==> config.mk <==
export PLATFORM = sky130hd
export DESIGN_NAME = nyakuo_lsu
export DESIGN_NICKNAME = d
export VERILOG_FILES = /design/src/rtl/nyakuo_lsu.sv
export SDC_FILE = /design/constraint.sdc
export NUM_CORES = 1
export LEC_CHECK = 0
export BUFFER_PORTS_ARGS = -buffer_cell sky130_fd_sc_hd__clkbuf_2
export CAP_MARGIN = 25
export CELL_PAD_IN_SITES_DETAIL_PLACEMENT = 1
export CELL_PAD_IN_SITES_GLOBAL_PLACEMENT = 2
export CORE_UTILIZATION = 24
export CTS_BUF_LIST = sky130_fd_sc_hd__clkbuf_8 sky130_fd_sc_hd__clkbuf_16
export CTS_CLUSTER_DIAMETER = 100
export CTS_CLUSTER_SIZE = 14
export DETAILED_ROUTE_END_ITERATION = 8
export GPL_ROUTABILITY_DRIVEN = 1
export GPL_TIMING_DRIVEN = 0
export PLACE_DENSITY_LB_ADDON = 0.25
export SETUP_SLACK_MARGIN = 0.02
export SYNTH_ARGS = -nofsm -noshare
export SYNTH_HDL_FRONTEND = slang
export SYNTH_SLANG_ARGS = --single-unit
==> constraint.sdc <==
create_clock -name clk -period 2.26 [get_ports clk]
set_clock_uncertainty 0.05 [all_clocks]
set_input_delay 0.113 -clock clk [delete_from_list [all_inputs] [get_ports clk]]
set_output_delay 0.113 -clock clk [all_outputs]
set_load 0.01 [all_outputs]
==> src/rtl/nyakuo_lsu.sv <==
// nyakuo_lsu: load/store unit for the nyakuo RV32I core.
// It takes one load/store request from execute and issues one word-aligned
// bus transaction. Sub-word stores use byte enables and lane-replicated data.
// Loads are shifted and then sign- or zero-extended before writeback.

package nyakuo_pkg;

    // RV32I instruction set as decoded by the nyakuo front end.
    typedef enum logic [7:0] {
        ILLEGAL = 8'h00,
        LUI, AUIPC, JAL, JALR,
        BEQ, BNE, BLT, BGE, BLTU, BGEU,
        LB, LH, LW, LBU, LHU,
        SB, SH, SW,
        ADDI, SLTI, SLTIU, XORI, ORI, ANDI, SLLI, SRLI, SRAI,
        ADD, SUB, SLL, SLT, SLTU, XOR, SRL, SRA, OR, AND,
        FENCE, ECALL, EBREAK
    } instruction;

    function automatic logic op_is_load(input instruction op);
        return op inside {LB, LH, LW, LBU, LHU};
    endfunction

    function automatic logic op_is_store(input instruction op);
        return op inside {SB, SH, SW};
    endfunction

    // Halfword accesses need bit 0 clear and word accesses need bits 1:0 clear.
    // Byte accesses are always aligned.
    function automatic logic op_misaligned(input instruction op, input logic [1:0] a);
        logic mis;
        mis = 1'b0;
        case (op)
            LH, LHU, SH: mis = a[0];
            LW, SW:      mis = |a;
            default:     mis = 1'b0;
        endcase
        return mis;
    endfunction

endpackage

module nyakuo_lsu
    import nyakuo_pkg::*;
#(
    parameter int XLEN    = 32,
    parameter int TIMEOUT = 255
) (
    input  logic              clk,
    input  logic              rst,
    input  logic              req_valid,
    output logic              req_ready,
    input  instruction        req_op,
    input  logic [XLEN-1:0]   req_addr,
    input  logic [XLEN-1:0]   req_wdata,
    input  logic [4:0]        req_rd,
    output logic              resp_valid,
    output logic [XLEN-1:0]   resp_rdata,
    output logic [4:0]        resp_rd,
    output logic              resp_err,
    output logic              mem_req,
    output logic              mem_we,
    output logic [XLEN-1:0]   mem_addr,
    output logic [XLEN/8-1:0] mem_be,
    output logic [XLEN-1:0]   mem_wdata,
    input  logic              mem_gnt,
    input  logic              mem_rvalid,
    input  logic [XLEN-1:0]   mem_rdata
);

    localparam int NB = XLEN / 8;
    // The counter only has to reach TIMEOUT; keep at least one bit so that
    // TIMEOUT=0 (no timeout) still elaborates.
    localparam int CW = (TIMEOUT > 0) ? $clog2(TIMEOUT + 1) : 1;

    typedef enum logic [1:0] {IDLE, REQ, WAIT, RESP} state_t;

    state_t            state_reg, state_next;
    instruction        op_reg;
    logic [XLEN-1:0]   addr_reg;
    logic [XLEN-1:0]   wdata_reg;
    logic [4:0]        rd_reg;
    logic [XLEN-1:0]   rdata_reg, rdata_next;
    logic              err_reg, err_next;
    logic [CW-1:0]     cnt_reg, cnt_next;

    logic              accept;
    logic              timeout_hit;
    logic              in_req;
    logic [XLEN-1:0]   load_shifted;
    logic [XLEN-1:0]   load_ext;
    logic [NB-1:0]     be_raw;
    logic [XLEN-1:0]   wdata_raw;

    assign accept      = req_valid && (state_reg == IDLE);
    assign timeout_hit = (TIMEOUT != 0) && (cnt_reg == CW'(TIMEOUT));
    assign in_req      = (state_reg == REQ);

    // Request fields are captured once at accept and held for the whole transaction.
    always_ff @(posedge clk) begin
        if (rst) begin
            op_reg    <= ILLEGAL;
            addr_reg  <= '0;
            wdata_reg <= '0;
            rd_reg    <= '0;
        end else if (accept) begin
            op_reg    <= req_op;
            addr_reg  <= req_addr;
            wdata_reg <= req_wdata;
            rd_reg    <= req_rd;
        end
    end

    // State, timeout counter and response registers.
    always_ff @(posedge clk) begin
        if (rst) begin
            state_reg <= IDLE;
            cnt_reg   <= '0;
            rdata_reg <= '0;
            err_reg   <= 1'b0;
        end else begin
            state_reg <= state_next;
            cnt_reg   <= cnt_next;
            rdata_reg <= rdata_next;
            err_reg   <= err_next;
        end
    end

    // Shift the addressed byte or halfword down to bit 0, then extend it for the opcode.
    always_comb begin
        load_shifted = mem_rdata >> {addr_reg[1:0], 3'b000};
        case (op_reg)
            LB:      load_ext = {{(XLEN-8){load_shifted[7]}}, load_shifted[7:0]};
            LBU:     load_ext = {{(XLEN-8){1'b0}}, load_shifted[7:0]};
            LH:      load_ext = {{(XLEN-16){load_shifted[15]}}, load_shifted[15:0]};
            LHU:     load_ext = {{(XLEN-16){1'b0}}, load_shifted[15:0]};
            default: load_ext = mem_rdata;
        endcase
    end

    // Next-state logic. A timeout takes priority over a late gnt or rvalid.
    always_comb begin
        state_next = state_reg;
        cnt_next   = cnt_reg;
        rdata_next = rdata_reg;
        err_next   = err_reg;
        case (state_reg)
            IDLE: begin
                if (accept) begin
                    rdata_next = '0;
                    cnt_next   = '0;
                    if (!(op_is_load(req_op) || op_is_store(req_op)) ||
                        op_misaligned(req_op, req_addr[1:0])) begin
                        err_next   = 1'b1;
                        state_next = RESP;
                    end else begin
                        err_next   = 1'b0;
                        state_next = REQ;
                    end
                end
            end
            REQ: begin
                if (timeout_hit) begin
                    err_next   = 1'b1;
                    rdata_next = '0;
                    state_next = RESP;
                end else if (mem_gnt) begin
                    cnt_next   = '0;
                    state_next = op_is_store(op_reg) ? RESP : WAIT;
                end else begin
                    cnt_next = cnt_reg + CW'(1);
                end
            end
            WAIT: begin
                if (timeout_hit) begin
                    err_next   = 1'b1;
                    rdata_next = '0;
                    state_next = RESP;
                end else if (mem_rvalid) begin
                    rdata_next = load_ext;
                    state_next = RESP;
                end else begin
                    cnt_next = cnt_reg + CW'(1);
                end
            end
            RESP: begin
                state_next = IDLE;
            end
            default: begin
                state_next = IDLE;
            end
        endcase
    end

    // Per-lane byte enable and store data. SB drives one lane and SH drives
    // one halfword. All other ops, including every load, enable the full word.
    for (genvar gi = 0; gi < NB; gi++) begin : g_lane
        assign be_raw[gi] = (op_reg == SB) ? (addr_reg[1:0] == 2'(gi)) :
                            (op_reg == SH) ? (addr_reg[1] == 1'(gi / 2)) :
                                             1'b1;
        assign wdata_raw[8*gi +: 8] = (op_reg == SB) ? wdata_reg[7:0] :
                                      (op_reg == SH) ? wdata_reg[8*(gi % 2) +: 8] :
                                                       wdata_reg[8*gi +: 8];
    end

    // The bus signals are held steady for all of REQ and are zero everywhere else.
    assign mem_req   = in_req && !timeout_hit;
    assign mem_we    = in_req && op_is_store(op_reg);
    assign mem_addr  = in_req ? {addr_reg[XLEN-1:2], 2'b00} : '0;
    assign mem_be    = in_req ? be_raw : '0;
    assign mem_wdata = in_req ? wdata_raw : '0;

    assign req_ready  = (state_reg == IDLE);
    assign resp_valid = (state_reg == RESP);
    assign resp_rdata = resp_valid ? rdata_reg : '0;
    assign resp_err   = resp_valid && err_reg;
    assign resp_rd    = rd_reg;

endmodule

==> metrics.cfg, run 1 <==
[floorplan]
die-area_mm2 = 0.02658
core_mm2 = 0.02533
dieHeight_um = 163.0
ioPinCount = 224
rows = 58
dieWidth_um = 163.0
initial_core_util = 0.2457

[setup_path]
crit_type = register to output pin
cp_max_fo = 6
cp.arrival_ns = 2.20
r2r_slack_ns = -0.01
r2r_cells = 8
cp-start-kind = register
worstPathRequired_ns = 2.10
r2r-start = state_reg[0]
max_stage_delay_ns = 0.42
crit_family = simple AND/OR/NAND/NOR gates
path_cells = or3_4, buf_12, or3_4, clkbuf_16, o21ai_2, a21boi_2, clkbuf_2
r2r-end = rdata_reg[13]
crit_slowest_cell = or3_4
crit_path_end_kind = output pin
critPathBufInv = 3
crit_top_cell = or3_4

[clock_tree]
clkSinkCount = 120
insertion_delay_ns = 0.42
htree_levels = 4
cts_tree = done
clock-root-buffer = clkbuf_16
clk_path_buf_depth = 2
clk_pin_slew_ns = 0.06
cts_buffers = 17

[grt]
grt_overflow_total = 0
grt_pass1_vias = 7362
grt_antenna_before_repair = 0
grt_pass1_wl_mm = 40.21
grt_max_degree = 17
grt_use_total = 0.1966

[power]
vdd_ir_drop_max_v = 0.0004269
p_seq_frac = 0.299
pwr-share-comb = 0.368
power.density_mw_per_mm2 = 901.3
p_sw_w = 0.003303
clkPwrFrac = 0.333
p_int_w = 0.005696
p_leak_nw = 4.232
switching_share = 0.3670

[sta]
setup_viol = 21
final_max_slew_viol_count = 0
fmax_mhz = 423.7
whs_ns = 0.001600
hold_viol_final = 0
tightest_slew_ns = 0.6978
slew_headroom = 0.5348
grt_setup_unrepaired = true
fin_ws_ns = -0.09998
period_share = 1.044
final.min_clock_period_ns = 2.360

[outcome]
violations = setup timing
outcome = finished with violations

[synthesis]
syn_area_per_cell_um2 = 7.427
synth_top_cell_area_share = 0.3860
ys_seq_area_frac = 0.3860
ys_ff_latch = 120
syn_area_mm2 = 0.006223
async_flop_share = 0
syn-instance-count = 838
yosysTopAreaCell = dfxtp_1
ys_warn_count = 0
synthTopCellsByArea = dfxtp_1, nand2_1, a21oi_1
synth_cell_types = 57
synth_enable_flop_cells = 0
synth_ff_type = dfxtp_1

[place]
place_hpwl_mm = 18.78
globalplace.congestion = 0.7986
numPortBuffers = 221

[cells_and_area]
layout_common_cells = nand2_1, clkbuf_2, dfxtp_1
synthToLayoutAreaGrowth_pct = 60.41
final_nets = 1317
fin_util = 0.3942
n_antenna_cell = 0
drive_gt1_frac = 0.3025
layout_commonest_cell = nand2_1

[routing]
drt-initial-drc-count = 292
routedWlPerCell_um = 16.70
drc = 0
viasPerCell = 4.622
ant_nets = 0
drt_pass1_iterations = 4
dr_total_vias = 7118
routed_wl_mm = 25.72

[worst_hold_path]
holdPathStages = 3
holdPathEnd = rdata_reg[1]
hold_start = mem_rdata[1]
hold_path_class = input pin to register

[flow_run]
cap_violations = 0

per-layer routing:
layer  track usage  vias up  part of all wire  wire length (um)
li1              -     3584                 -                 -
met1        0.2464     3339              0.45             11640
met2        0.3385      167              0.49             12500
met3       0.03834       28             0.046              1175
met4       0.05820        0             0.016               408
met5             0        -                 0                 0
area by class of cell:
class	instances	area, um^2
Tap cell	330	412.9
Fill cell	3104	15340
Timing Repair Buffer	343	2350
Buffer	60	336.6
Clock inverter	13	197.7
Multi-Input combinational cell	651	3812
Inverter	5	21.27
Clock buffer	18	439.2
Sequential cell	120	2414
per-stage QoR:
stage / TNS, ns / setup WS (ns) / instance area, um^2 / total power (W) / instances
2_1_floorplan: 0 / 0.02082 / 6240 / 0.004342 / 839
3_3_place_gp: -12.10 / -0.3791 / 7759 / 0.005391 / 1390
3_5_place_dp: -13.24 / -0.3361 / 7759 / 0.005414 / 1390
4_1_cts: -0.9299 / -0.09673 / 9872 / 0.009014 / 1538
5_1_grt: -2.611 / -0.1512 / 9983 / 0.009544 / 1540
6_report: -0.8027 / -0.09998 / 9983 / 0.008998 / 1540
worst reg2reg max path, delay by kind of cell (launching register included):
| family | cells | cell delay [ns] |
|---|---|---|
| buf+inv | 2 | 0.22 |
| fa+ha+maj | 1 | 0.18 |
| compound gates | 2 | 0.22 |
| simple gates | 3 | 1.13 |
| flops | 1 | 0.41 |
power groups by stage:
| stage | Combinational [W] | Clock, W | Sequential [W] |
|---|---|---|---|
| final | 0.00331 | 0.00300 | 0.00269 |
| after global routing | 0.00366 | 0.00315 | 0.00273 |
| after CTS | 0.00327 | 0.00307 | 0.00268 |
| after detailed placement | 0.00273 | 0 | 0.00268 |
| after global placement | 0.00272 | 0 | 0.00267 |
| after floorplan | 0.00173 | 0 | 0.00261 |
logic make-up (layout without fill, tap and decap cells):
| logic type | Yosys count | count (layout) | synth area share |
|---|---|---|---|
| muxes | 18 | 18 | 0.03116 |
| DFF | 120 | 120 | 0.3860 |
| other | 1 | 2 | 0.0006026 |
| adders and majority gates | 5 | 5 | 0.01005 |
| buffers and inverters | 69 | 439 | 0.04544 |
| AOI/OAI and AO/OA | 213 | 213 | 0.2177 |
| and+or+nand+nor | 412 | 413 | 0.3090 |
Yosys cell counts (2+ instances only):
master     number
or4_1           4
a221o_1         8
inv_1           5
o41ai_1         2
a31oi_1         2
and3_1          2
ha_1            5
a2111oi_1       2
nand4_1         2
nor3b_1         3
o22ai_1         3
clkbuf_1       47
nand3_1         4
nor2_1         42
a21oi_1        94
buf_4           3
o221ai_1        7
mux2i_1        16
o211a_1         8
nand2_1       238
a21oi_2         8
or2_2           2
and4_1          2
nor2b_1         8
buf_1           9
o31ai_1        10
a21boi_0       16
dfxtp_1       120
nor3_1          4
and2_1         73
nand2b_1        5
buf_2           4
or3_1           4
o211ai_1        9
nand3b_1       12
o21ai_0        33
a22o_1          2
worst max path at each step:
stage / from / endpoint / slack [ns] / depth (start not counted)
global placement: state_reg[1] / cnt_reg[2] / -0.38 / 8
floorplan: state_reg[0] / rdata_reg[10] / 0.02 / 8
detailed placement: state_reg[1] / cnt_reg[2] / -0.34 / 8
finish: op_reg[7] / mem_wdata[15] / -0.1 / 7
global route: op_reg[7] / mem_wdata[15] / -0.15 / 7
CTS: op_reg[5] / mem_wdata[15] / -0.1 / 7
what timing repair did:
item                                   in CTS  in global routing
pin swaps                                   9                  9
setup endpoints to repair                 138                 91
buffers inserted                           12                  3
endpoints found under the hold margin     104                  0
hold buffers                              104                  0
cloned                                      3                  1
resized for setup                          99                 50
Power figures use the tool's default switching activity.
==> inputs of run 2 (changes only) <==
Settings changed: SKIP_CTS_REPAIR_TIMING set to 1.
==> metrics.cfg, run 2 (synthesis results as in run 1) <==
[outcome]
outcome = finished with violations
violations = hold timing, setup timing

[routing]
routedWlPerCell_um = 16.70  ; about the same
drc = 0  ; unchanged
drt_pass1_iterations = 4  ; unchanged
viasPerCell = 4.603  ; -0.42%
routed_wl_mm = 25.47  ; -0.98%
drt-initial-drc-count = 291  ; -0.34%
ant_nets = 0  ; unchanged
dr_total_vias = 7019  ; -1.4%

[place]
numPortBuffers = 221  ; unchanged
place_hpwl_mm = 18.78  ; unchanged
place_ws_ns = -0.3361  ; unchanged
globalplace.congestion = 0.7986  ; unchanged
post_dp_cell_area_mm2 = 0.007759  ; unchanged

[setup_path]
r2r_slack_ns = -0.01  ; about the same
path_cells = or3b_4, or3_4, buf_6, o21ai_1, a21boi_1, clkbuf_2
worstPathRequired_ns = 2.10  ; about the same
crit_family = simple AND/OR/NAND/NOR gates
cp.arrival_ns = 2.19  ; about the same
cp-start-kind = register
cp_max_fo = 10  ; +4
cp.depth = 6  ; -1
critPathBufInv = 2  ; -1
crit_slowest_cell = or3b_4
max_stage_delay_ns = 0.47  ; +0.05 ns
r2r-start = state_reg[0]
crit_path_end = mem_wdata[15]
cp-startpoint = op_reg[2]
r2r-end = rdata_reg[13]
crit_path_end_kind = output pin
crit_type = register to output pin
r2r_cells = 7  ; -1

[power]
vdd_ir_drop_max_v = 0.0004130  ; -3.3%
p_leak_nw = 4.131  ; -2.4%
power.density_mw_per_mm2 = 904.0  ; +0.29%

[sta]
fin_ws_ns = -0.09601  ; +0.003970 ns
hold_viol_final = 5  ; +5
slew_headroom = 0.3997  ; -0.1351
period_share = 1.042  ; -0.001756
tightest_slew_ns = 0.8935  ; +0.1958 ns
fin_tns_setup_ns = -0.5147  ; +0.2880 ns
final_max_slew_viol_count = 0  ; unchanged
final.min_clock_period_ns = 2.356  ; -0.003969 ns
grt_setup_unrepaired = true
setup_viol = 15  ; -29%
fmax_mhz = 424.4  ; +0.17%
whs_ns = -0.06407  ; -0.06567 ns

[floorplan]
rows = 58  ; unchanged
die-area_mm2 = 0.02658  ; unchanged
ioPinCount = 224  ; unchanged
initial_core_util = 0.2457  ; unchanged
dieHeight_um = 163.0  ; unchanged
core_mm2 = 0.02533  ; unchanged
dieWidth_um = 163.0  ; unchanged

[cells_and_area]
n_antenna_cell = 0  ; unchanged
finalInstanceArea_mm2 = 0.009726  ; -2.6%
layout_commonest_cell = nand2_1
final_nets = 1302  ; -1.1%
layout_common_cells = nand2_1, clkbuf_2, dfxtp_1
fin_util = 0.3840  ; -0.01018
drive_gt1_frac = 0.2870  ; -0.01545
num-fill-cells = 3122  ; +0.58%
synthToLayoutAreaGrowth_pct = 56.27

[worst_hold_path]
hold_path_class = input pin to register

[grt]
grt_pass1_wl_mm = 37.12  ; -7.7%
grt_antenna_before_repair = 0  ; unchanged
grt_overflow_total = 0  ; unchanged
grt_use_total = 0.1837  ; -0.01289
grt_pass1_vias = 6611  ; -10%
grt_max_degree = 17  ; unchanged

[clock_tree]
cts_buffers = 17  ; unchanged
clock-root-buffer = clkbuf_16
clk_pin_slew_ns = 0.06  ; about the same
clk_path_buf_depth = 2  ; unchanged
clkSinkCount = 120  ; unchanged
cts_tree = done
htree_levels = 4  ; unchanged
insertion_delay_ns = 0.43  ; about the same

[flow_run]
cap_violations = 0  ; unchanged

==> run 2: cell types whose count changed in the layout (fill, tap and decap cells not counted), sizes merged <==
cell	change
buf	-15
clkbuf	+6
dlygate4sd3	-6
==> run 2: metrics by stage <==
stage	std cells	power, W	hold slack, ns
after floorplan	839	0.004342	0.1990
after global placement	1390	0.005391	0.2876
after detailed placement	1390	0.005414	0.2930
after CTS	1421	0.008449	-0.1668
after global routing	1525	0.009345	0.0007241
final	1525	0.008792	-0.06407
==> run 2: layout make-up <==
class,count,area (um^2),area share
tap,330,412.9,0.04245
multi-input combinational,651,3740,0.3845
sequential,120,2414,0.2482
inverter,5,23.77,0.002444
buffer,61,335.3,0.03448
clock inverter,13,197.7,0.02033
clock buffer,18,439.2,0.04516
timing repair buffer,327,2163,0.2224
==> run 2: worst min-delay path by stage <==
stage | from | to | cells past startpoint
finish | mem_rdata[21] | rdata_reg[21] | 3
global route | mem_rdata[18] | rdata_reg[18] | 3
CTS | req_addr[22] | addr_reg[22] | 3
detailed placement | req_addr[22] | addr_reg[22] | 3
global placement | req_rd[2] | resp_rd[2] | 3
floorplan | req_addr[10] | addr_reg[10] | 2
==> run 2: power breakdown <==
part / total (W) / internal [W] / switching [W]
Clock: 0.00300 / 0.00188 / 0.00111
Sequential: 0.00269 / 0.00244 / 0.000242
Combinational: 0.00311 / 0.00123 / 0.00188
==> run 2: routing by layer <==
layer  global-route usage  up-vias  share of wire
met1               0.2350     3273           0.46
met4              0.05353        0          0.015
met3              0.04825       28          0.044
met2               0.3014      170           0.48
li1                     -     3548              -
met5                    0        -              0
==> run 2: worst register-to-register path, delay by kind of cell (launching register included) <==
family,cells,cell delay (ns)
simple gates,2,1.09
flops,1,0.37
buf+inv,2,0.31
compound gates,2,0.22
fa+ha+maj,1,0.18
==> inputs of run 3 (changes only) <==
Settings changed: CORE_UTILIZATION 24 to 27, GPL_TIMING_DRIVEN 0 to not set.
Clock period 2.26 ns to 2.6 ns, I/O delays scaled along.
==> metrics.cfg, run 3 (synthesis results as in run 1) <==
[clock_tree]
cts_tree = done
htree_levels = 4  ; unchanged
clock-root-buffer = clkbuf_16
cts_buffers = 17  ; unchanged
clk_pin_slew_ns = 0.06  ; about the same
clk_path_buf_depth = 2  ; unchanged
insertion_delay_ns = 0.41  ; -0.02 ns
clkSinkCount = 120  ; unchanged

[floorplan]
die-area_mm2 = 0.02366  ; -11%
dieWidth_um = 153.8  ; -5.6%
initial_core_util = 0.2749  ; +0.02916
rows = 55  ; -5.2%
dieHeight_um = 153.8  ; -5.6%
core_mm2 = 0.02264  ; -11%
ioPinCount = 224  ; unchanged

[setup_path]
r2r_cells = 6  ; -1
crit_type = register to output pin
cp_max_fo = 18  ; +8
cp-start-kind = register
cp-startpoint = op_reg[5]
cp.arrival_ns = 2.28  ; +0.09 ns
worstPathRequired_ns = 2.42  ; +0.32 ns
crit_path_end_kind = output pin
r2r-start = cnt_reg[0]

[sta]
hold_viol_final = 7  ; +2
final_max_slew_viol_count = 0  ; unchanged
whs_ns = -0.03128  ; +0.03280 ns
tightest_slew_ns = 0.5831  ; -0.3105 ns
slew_headroom = 0.6113  ; +0.2116
setup_viol = 0  ; -15
fmax_mhz = 406.0
grt_setup_unrepaired = false
period_share = 0.9472
final.min_clock_period_ns = 2.463
fin_ws_ns = 0.1372  ; +0.2332 ns

[power]
pwr-share-comb = 0.333  ; -0.021
p_leak_nw = 3.985  ; -3.5%
power_w = 0.007263  ; -17%
p_sw_w = 0.002603  ; -19%
vdd_ir_drop_max_v = 0.0004420  ; +7.0%
power.density_mw_per_mm2 = 785.8  ; -13%
p_seq_frac = 0.315  ; +0.010
p_int_w = 0.004660  ; -16%
clkPwrFrac = 0.351  ; +0.010
switching_share = 0.3584  ; -0.009072

[worst_hold_path]
holdPathStages = 3  ; unchanged
hold_path_class = input pin to register
hold_start = req_op[1]

[grt]
grt_antenna_before_repair = 0  ; unchanged
grt_pass1_vias = 6502  ; -1.6%
grt_overflow_total = 0  ; unchanged
grt_max_degree = 78  ; +61
grt_pass1_wl_mm = 35.38  ; -4.7%
grt_use_total = 0.1899  ; +0.006167

[outcome]
outcome = finished with violations
violations = hold timing

[cells_and_area]
final_nets = 1251  ; -3.9%
drive_gt1_frac = 0.2672  ; -0.01978
fin_util = 0.4083  ; +0.02429
finalInstanceArea_mm2 = 0.009244  ; -5.0%
synthToLayoutAreaGrowth_pct = 48.53
layout_common_cells = nand2_1, clkbuf_2, dfxtp_1
n_antenna_cell = 0  ; unchanged
layout_commonest_cell = nand2_1
num-fill-cells = 2794  ; -11%

[place]
post_dp_cell_area_mm2 = 0.007684  ; -0.97%
globalplace.congestion = 0.7616  ; -4.6%
place_ws_ns = 0.08261  ; +0.4188 ns
place_hpwl_mm = 15.75  ; -16%
numPortBuffers = 221  ; unchanged

[routing]
drt_pass1_iterations = 4  ; unchanged
ant_nets = 0  ; unchanged
drc = 0  ; unchanged
drt-initial-drc-count = 240  ; -18%
routed_wl_mm = 22.94  ; -10%
dr_total_vias = 6847  ; -2.5%
viasPerCell = 4.788  ; +4.0%
routedWlPerCell_um = 16.04  ; -4.0%

[flow_run]
cap_violations = 0  ; unchanged

run 3: metal layers:
metal / up-vias / wire length (um) / global-route usage
li1: 3430 / - / -
met1: 3230 / 10990 / 0.2501
met2: 163 / 10670 / 0.2978
met3: 24 / 976 / 0.05750
met4: 0 / 294 / 0.05476
met5: - / 0 / 0
run 3: worst max-delay path: stages (launching register included):
cell and delay [ns]:
dfxtp_1 0.31, or3_1 0.52, or3_4 0.54, o31ai_2 0.27, nor2_1 0.09, clkbuf_2 0.14
run 3: final cells by class:
class,count,area (um^2),area share
multi-input combinational,650,3573,0.3866
sequential,120,2402,0.2599
timing repair buffer,338,2265,0.2450
clock buffer,17,425.4,0.04602
tap,285,356.6,0.03858
clock inverter,15,202.7,0.02193
inverter,5,18.77,0.002030
run 3: power groups by stage:
| stage | registers (W) | clock network (W) | logic (W) |
|---|---|---|---|
| detailed placement | 0.00233 | 0 | 0.00232 |
| floorplan | 0.00227 | 0 | 0.00148 |
| CTS | 0.00229 | 0.00262 | 0.00234 |
| global placement | 0.00232 | 0 | 0.00230 |
| finish | 0.00229 | 0.00255 | 0.00242 |
| global route | 0.00233 | 0.00269 | 0.00271 |
run 3: stage by stage:
| stage | cells | setup TNS, ns |
|---|---|---|
| after floorplan | 839 | 0 |
| after global placement | 1306 | 0 |
| after CTS | 1339 | -0.8515 |
| after global routing | 1430 | 0 |
| final | 1430 | 0 |
| after detailed placement | 1307 | 0 |
run 3: path summary, 6_finish.rpt:
path                        to  slack [ns]
setup / recovery     mem_be[3]        0.14
hold / removal       op_reg[1]       -0.03
setup reg to reg    cnt_reg[5]        0.19
hold reg to reg   rdata_reg[3]        0.38
